$ cat config.mk
export PLATFORM = sky130hd
export DESIGN_NAME = exec_occupancy_tracker
export DESIGN_NICKNAME = d
export VERILOG_FILES = /design/src/rtl/exec_occupancy_tracker.sv
export SDC_FILE = /design/constraint.sdc
export NUM_CORES = 1
export LEC_CHECK = 0
export ABC_CLOCK_PERIOD_IN_PS = 2000
export BUFFER_PORTS_ARGS = -buffer_cell sky130_fd_sc_hd__buf_2
export CORE_UTILIZATION = 48
export DETAILED_ROUTE_END_ITERATION = 16
export PLACE_DENSITY = 0.75
export SYNTH_ARGS = -nofsm -noshare
export SYNTH_HDL_FRONTEND = slang
export SYNTH_SLANG_ARGS = --single-unit
$ cat constraint.sdc
create_clock -name clk -period 2 [get_ports clk]
set_clock_uncertainty 0.05 [all_clocks]
set_input_delay 0.6 -clock clk [delete_from_list [all_inputs] [get_ports clk]]
set_output_delay 0.6 -clock clk [all_outputs]
set_load 0.01 [all_outputs]
$ cat src/rtl/exec_occupancy_tracker.sv
// Execute-stage occupancy model for the level-2 instruction buffer.
// A single non-pipelined execute slot with per-class latency. It reports busy and
// last-busy-cycle status back to the buffer and emits a tagged retire pulse.
// Optional performance counters are enabled by defining EXEC_PERF_CNT_EN.

module exec_occupancy_tracker #(
    parameter int unsigned SHORT_LAT = 1,
    parameter int unsigned LONG_LAT  = 4,
    parameter int unsigned TAG_W     = 4
) (
    input  logic                              clk,
    input  logic                              reset_n,
    input  logic                              issue_valid,
    input  logic                              issue_is_long,
    input  logic [TAG_W-1:0]                  issue_tag,
    input  logic                              flush,
    output logic                              exec_busy,
    output logic                              exec_will_free_next,
    output logic                              retire_valid,
    output logic [TAG_W-1:0]                  retire_tag,
    output logic                              issue_err,
    output logic [$clog2(LONG_LAT+1)-1:0]     remaining
`ifdef EXEC_PERF_CNT_EN
    ,
    output logic [31:0]                       perf_busy_cycles,
    output logic [31:0]                       perf_retired
`endif
);

    localparam int unsigned RemW = $clog2(LONG_LAT + 1);

    // LONG_LAT fits in RemW bits by construction, and SHORT_LAT <= LONG_LAT.
    localparam logic [RemW-1:0] ShortLatW = RemW'(SHORT_LAT);
    localparam logic [RemW-1:0] LongLatW  = RemW'(LONG_LAT);
    localparam logic [RemW-1:0] OneW      = RemW'(1);

    logic [RemW-1:0]  remaining_q, remaining_d;
    logic [TAG_W-1:0] tag_q, tag_d;
    logic             retire_valid_q, retire_valid_d;
    logic [TAG_W-1:0] retire_tag_q, retire_tag_d;
    logic             issue_err_q, issue_err_d;
    logic             can_accept;
    logic             accept;

    // Status is derived only from registered state, so the buffer sees no input paths.
    always_comb begin
        exec_busy           = (remaining_q != '0);
        exec_will_free_next = (remaining_q == OneW);
        can_accept          = ~exec_busy | exec_will_free_next;
        accept              = issue_valid & can_accept & ~flush;
    end

    // Next-state: flush wins, then accept (may overlap the last busy cycle), then countdown.
    always_comb begin
        remaining_d    = remaining_q;
        tag_d          = tag_q;
        retire_valid_d = 1'b0;
        retire_tag_d   = retire_tag_q;
        issue_err_d    = issue_err_q;

        if (flush) begin
            remaining_d = '0;
        end else if (accept) begin
            remaining_d = issue_is_long ? LongLatW : ShortLatW;
            tag_d       = issue_tag;
        end else if (remaining_q != '0) begin
            remaining_d = remaining_q - OneW;
        end

        // The old instruction still completes when a new one is accepted on its last cycle.
        if (exec_will_free_next && !flush) begin
            retire_valid_d = 1'b1;
            retire_tag_d   = tag_q;
        end

        if (issue_valid && !can_accept && !flush) begin
            issue_err_d = 1'b1;
        end
    end

    // Slot state and registered outputs.
    always_ff @(posedge clk or negedge reset_n) begin
        if (!reset_n) begin
            remaining_q    <= '0;
            tag_q          <= '0;
            retire_valid_q <= 1'b0;
            retire_tag_q   <= '0;
            issue_err_q    <= 1'b0;
        end else begin
            remaining_q    <= remaining_d;
            tag_q          <= tag_d;
            retire_valid_q <= retire_valid_d;
            retire_tag_q   <= retire_tag_d;
            issue_err_q    <= issue_err_d;
        end
    end

    // Drive the registered outputs.
    always_comb begin
        remaining    = remaining_q;
        retire_valid = retire_valid_q;
        retire_tag   = retire_tag_q;
        issue_err    = issue_err_q;
    end

`ifdef EXEC_PERF_CNT_EN
    logic [31:0] perf_busy_q;
    logic [31:0] perf_retired_q;

    // Free-running counters, wrapping modulo 2^32.
    always_ff @(posedge clk or negedge reset_n) begin
        if (!reset_n) begin
            perf_busy_q    <= '0;
            perf_retired_q <= '0;
        end else begin
            if (exec_busy) begin
                perf_busy_q <= perf_busy_q + 32'd1;
            end
            if (retire_valid_q) begin
                perf_retired_q <= perf_retired_q + 32'd1;
            end
        end
    end

    // Drive the counter outputs.
    always_comb begin
        perf_busy_cycles = perf_busy_q;
        perf_retired     = perf_retired_q;
    end
`endif

endmodule
Word level (Yosys, flattened, before mapping)
Cells that the tools add are included.
{"block": "word_totals", "reg_bits": 13, "latch_bits": 0, "mem_bits_rw": 0, "rom_bits": 0, "in_bits": 9, "out_inout_bits": 11, "elab_cells": 25, "mem_count": 0}
{"block": "op_classes", "n_addsub": 1, "mul": 0, "div_mod_pow": 0, "magnitude_cmp": 0, "eq_ne": 1, "n_shift": 0, "muxes": 5, "n_bitwise": 5, "n_reduce_logical": 8}
{"operator": "2-to-1 mux 3 bit", "count": 4}
{"operator": "nonzero test 3 bit", "count": 2}
{"operator": "equality test 3 x 1 -> 1 bit (second input constant)", "count": 1}
{"operator": "logical AND 1 bit", "count": 3}
{"operator": "subtractor 3 x 1 -> 3 bit (second input constant)", "count": 1}
{"operator": "AND 1 bit", "count": 2}
{"operator": "zero test 1 bit", "count": 2}
{"operator": "NOT 1 bit", "count": 2}
{"operator": "AND reduction 2 bit", "count": 1}
{"operator": "2-to-1 mux 1 bit", "count": 1}
{"operator": "bitwise OR 1 bit", "count": 1}

Longest topological paths before layout
{"block": "depth", "word_depth": 7, "ltp_mapped": 6, "ltp_nobuf": 5}

Worst setup path after synthesis
Ideal clock, no wire load.
{"block": "synth_path", "path_kind": "register to register", "start": "register remaining_q[1], in the netlist remaining[1]", "end": "register retire_tag_q[0], in the netlist retire_tag[0]", "setup_time_ns": 0.125, "t_arrival_ns": 1.638, "required_ns": 1.825, "slack_ns": 0.188, "path_stages_with_launch": 7, "path_buffers": 1, "synth_period_minus_slack_ns": 1.812, "path_cell_list": "dfrtp_1 > inv_1 > ha_1 > nor2b_1 > and2_1 > clkbuf_1 > mux2_2"}
{"block": "synth_via", "elab_chain_cells": 2}
{"item": "from (decl)", "line_no": "37", "source": "logic [RemW-1:0] remaining_q, remaining_d;"}
{"item": "from (signal assigned)", "line_no": "90", "source": "remaining_q <= remaining_d;"}
{"item": "equality test 3 x 1 -> 1 bit", "line_no": "48", "source": "exec_will_free_next = (remaining_q == OneW);"}
{"item": "net exec_will_free_next", "line_no": "18", "source": "output logic exec_will_free_next,"}
{"item": "logical AND 1 bit", "line_no": "71", "source": "if (exec_will_free_next && !flush) begin"}
{"item": "to (signal assigned)", "line_no": "93", "source": "retire_tag_q <= retire_tag_d;"}
{"item": "to (decl)", "line_no": "40", "source": "logic [TAG_W-1:0] retire_tag_q, retire_tag_d;"}
The timed path passes the listed nets, and every way through them passes these cells.
A chain may end at the register's enable or synchronous reset.

Worst setup path after layout
{"block": "layout_path", "start": "register remaining_q[1], in the netlist remaining[1]", "end": "output exec_will_free_next"}
{"block": "layout_via", "elab_chain_cells": 1}
{"item": "equality test 3 x 1 -> 1 bit", "line_no": "48"}
{"item": "to (decl)", "line_no": "18"}
Every way passes these cells.

==> metrics.md <==
| Metric | Value |
|---|---|
| Peak Freq | 510 MHz |
| GPL Wtd Cong | 0.772 |
| Yosys warning count | 0 |
| Site Rows | 12 |
| Ant diodes | 0 |
| Dpl ws | between 0.1 and 0.15 ns |
| Crit path cell chain | inv_1 -> ha_2 -> nor2b_2 -> buf_2 |
| First-pass GRT wire length | around 1.9 mm |
| Die Y | around 40 um |
| Vias post-DR | about 470 |
| Via density | 5.37 |
| Transition time of the tightest slew-check pin | approximately 0.34 ns |
| Peak VDD IR | ~0.77 mV |
| Die width | between 30 and 40 um |
| Synth Instances | 53 |
| Drt pass-1 iters | 3 |
| Tmin final | 1.96 ns |
| Die ar. | 0.00151 mm2 |
| Antenna viol nets, final | 0 |
| Initial drt markers | 8 |
| Post-Route WL | 1.19 mm |
| Crit-path slowest cell | dfrtp_1 |
| CORE AREA | ~0.0012 mm2 |
| Yosys reg bits | 13 |
| Root buf cell | clkbuf_4 |
| Detailed-placement wirelength estimate | approximately 900 um |
| Clock Path Buffers | 2 |
| Boundary Pins | 20 |
| Synth cell count leaders | dfrtp_1, inv_1, mux2_2, mux2_4, nor2_1 |
| Final hold vios | 0 |
| Period utilisation layout | 0.980 |
| Post-synthesis cell area | ~650 um2 |
| P&R area growth vs syn | 19.4% |
| Synthesized net count | between 60 and 70 |
| Post-synthesis async set-or-reset flop share | 1.00 |
| Gr usage total | 0.190 |
| Largest net degree at the start of global routing | 14 |
| Layout Nets | 86 |
| Max-cap violation count | 0 |
| CTS tree | built |
| Overall power | approximately 1.2 mW |
| CTS Hold Bufs | 0 |
| Fin cells | between 80 and 90 |
| Drc violations | 0 |
| R2R setup slack | between 0.2 and 0.25 ns |
| H-tree levels | 1 |
| Critical Path RT | 1.35 ns |
| Cell taking the most area after synthesis | dfrtp_1 |
| Cell count after placement | between 80 and 90 |
| I/O Buffers | 19 |
| Outcome | finished clean |
| Initial core utilization | 0.550 |
| Worst-Skew Late Latency | about 0.28 ns |
| Hold Worst Slack | ~0.14 ns |
| EDFF count, synth | 0 |
| Mean post-synth cell area | roughly 12 um2 |
| Power density over the cells | around 1500 mW/mm2 |
| CP Launch Type | flop |
| Most frequent cell after synthesis | dfrtp_1 |
| Max_slew headroom | 0.764 |
| Ys flop type | dfrtp_1 |
| Wirelength per Cell | between 10 and 15 um |
| Share of the synthesized area in the top cell type | 0.499 |
| Yosys cell types | 25 |
| Clock-pin slew on the worst setup and hold paths | roughly 0.08 ns |
| Clk sinks | 13 |
| Part of the Yosys area used for sequential elements | 0.499 |
| Crit path capture type | primary output |
| Worst EP arrival | roughly 1.3 ns |
| Max Slew Vio Count | 0 |
| Remaining global-route overflow | 0 |
| Setup ws final | approximately 0.04 ns |
| Setup TNS | 0 ns |
| # setup viols final | 0 |
| Vias in the first global route | approximately 440 |
| Layout cells sized above 1 | 0.479 |
| Antenna violations before repair | 0 |
| Fillers | between 90 and 100 |
| Slowest stage delay, CP | approximately 0.40 ns |
| P_leak | about 0.38 nW |
| CTS buffer count | 3 |
| RSZ-0062 raised after global routing | true |
| Crit-path max FO | 5 |
| Top cells by area, synth | dfrtp_1, mux2_4, mux2_2, ha_1, inv_1 |
| WS Path Type | reg2out |
| Hold Crit Class | in2async |
[worst max-delay path: cells and delay by family, from the launching register on]
family | cells | cell delay (ns)
and+or+nand+nor | 1 | 0.16
buffers and inverters | 2 | 0.25
DFF | 1 | 0.40
adders and majority gates | 1 | 0.23
[registers in the layout, summed over array words and instances (netlist names)]
name / cells
retire_tag: 4
tag_q: 4
remaining: 3
issue_err: 1
retire_valid: 1
[layout make-up]
type	instances	area, um2	share of cell area
clock buffer	4	26.3	0.0338
inverter	4	15.0	0.0193
multi-input combinational	33	299	0.384
sequential	13	325	0.418
tap	14	17.5	0.0225
timing repair buffer	19	95.1	0.122
[cell families after synthesis]
family                     Yosys count  share of synthesized area
buffers and inverters                7                     0.0537
AOI/OAI and AO/OA                    9                      0.106
muxes                                8                      0.161
and+or+nand+nor                     12                      0.109
adders and majority gates            3                     0.0576
xor gates and xnor gates             1                     0.0134
DFF                                 13                      0.499
[report_power, final]
| part | total, mW | internal, mW | switching [mW] |
|---|---|---|---|
| clock | 0.162 | 0.0774 | 0.0849 |
| combinational | 0.577 | 0.307 | 0.270 |
| sequential | 0.460 | 0.378 | 0.0819 |
| total | 1.20 | 0.762 | 0.437 |
[through the flow]
step	util	cell area [um2]
floorplan	-	652
global placement	0.628	744
detailed placement	0.628	744
CTS	0.652	773
global route	0.656	778
finish	0.656	778
[final timing paths]
kind | start | endpoint | cells after the start
setup / recovery | remaining[1] | exec_will_free_next | 4
hold / removal | reset_n | retire_tag[3] | 1
min in group clk | issue_err | issue_err | 1
max in group asynchronous | reset_n | issue_err | 1
setup reg to reg | remaining[0] | tag_q[0] | 5
hold reg to reg | issue_err | issue_err | 1
[timing repair]
item	4_1_cts	5_1_grt
setup endpoints to repair	1	2
resized for setup	1	2
buffers inserted	0	0
[routing by layer]
| layer | GRT usage | part of all wire | wire [um] |
|---|---|---|---|
| met2 | 0.304 | 0.47 | 564 |
| met3 | 0.0983 | 0.079 | 94 |
| met4 | 0.0517 | 0.014 | 17 |
| met1 | 0.221 | 0.43 | 512 |
| met5 | 0 | 0 | 0 |
[cells in the final DEF (no fill, tap or decap)]
cell       count
a22oi_1        1
and4bb_2       1
o21ai_0        1
and2_1         1
a221oi_1       1
a21oi_1        1
o32a_1         1
nor2_1         4
xnor2_1        1
or3_1          1
mux2_2         4
a31o_2         1
mux2_4         4
dfrtp_1       13
nor2b_1        1
a2111oi_0      1
buf_2         19
clkbuf_4       3
nor2b_2        1
ha_2           2
inv_1          4
nor4_1         1
a211oi_1       1
ha_1           1
clkbuf_1       1
o21bai_1       1
nand2b_1       2
Note: power is estimated with default switching activity, not from simulation.
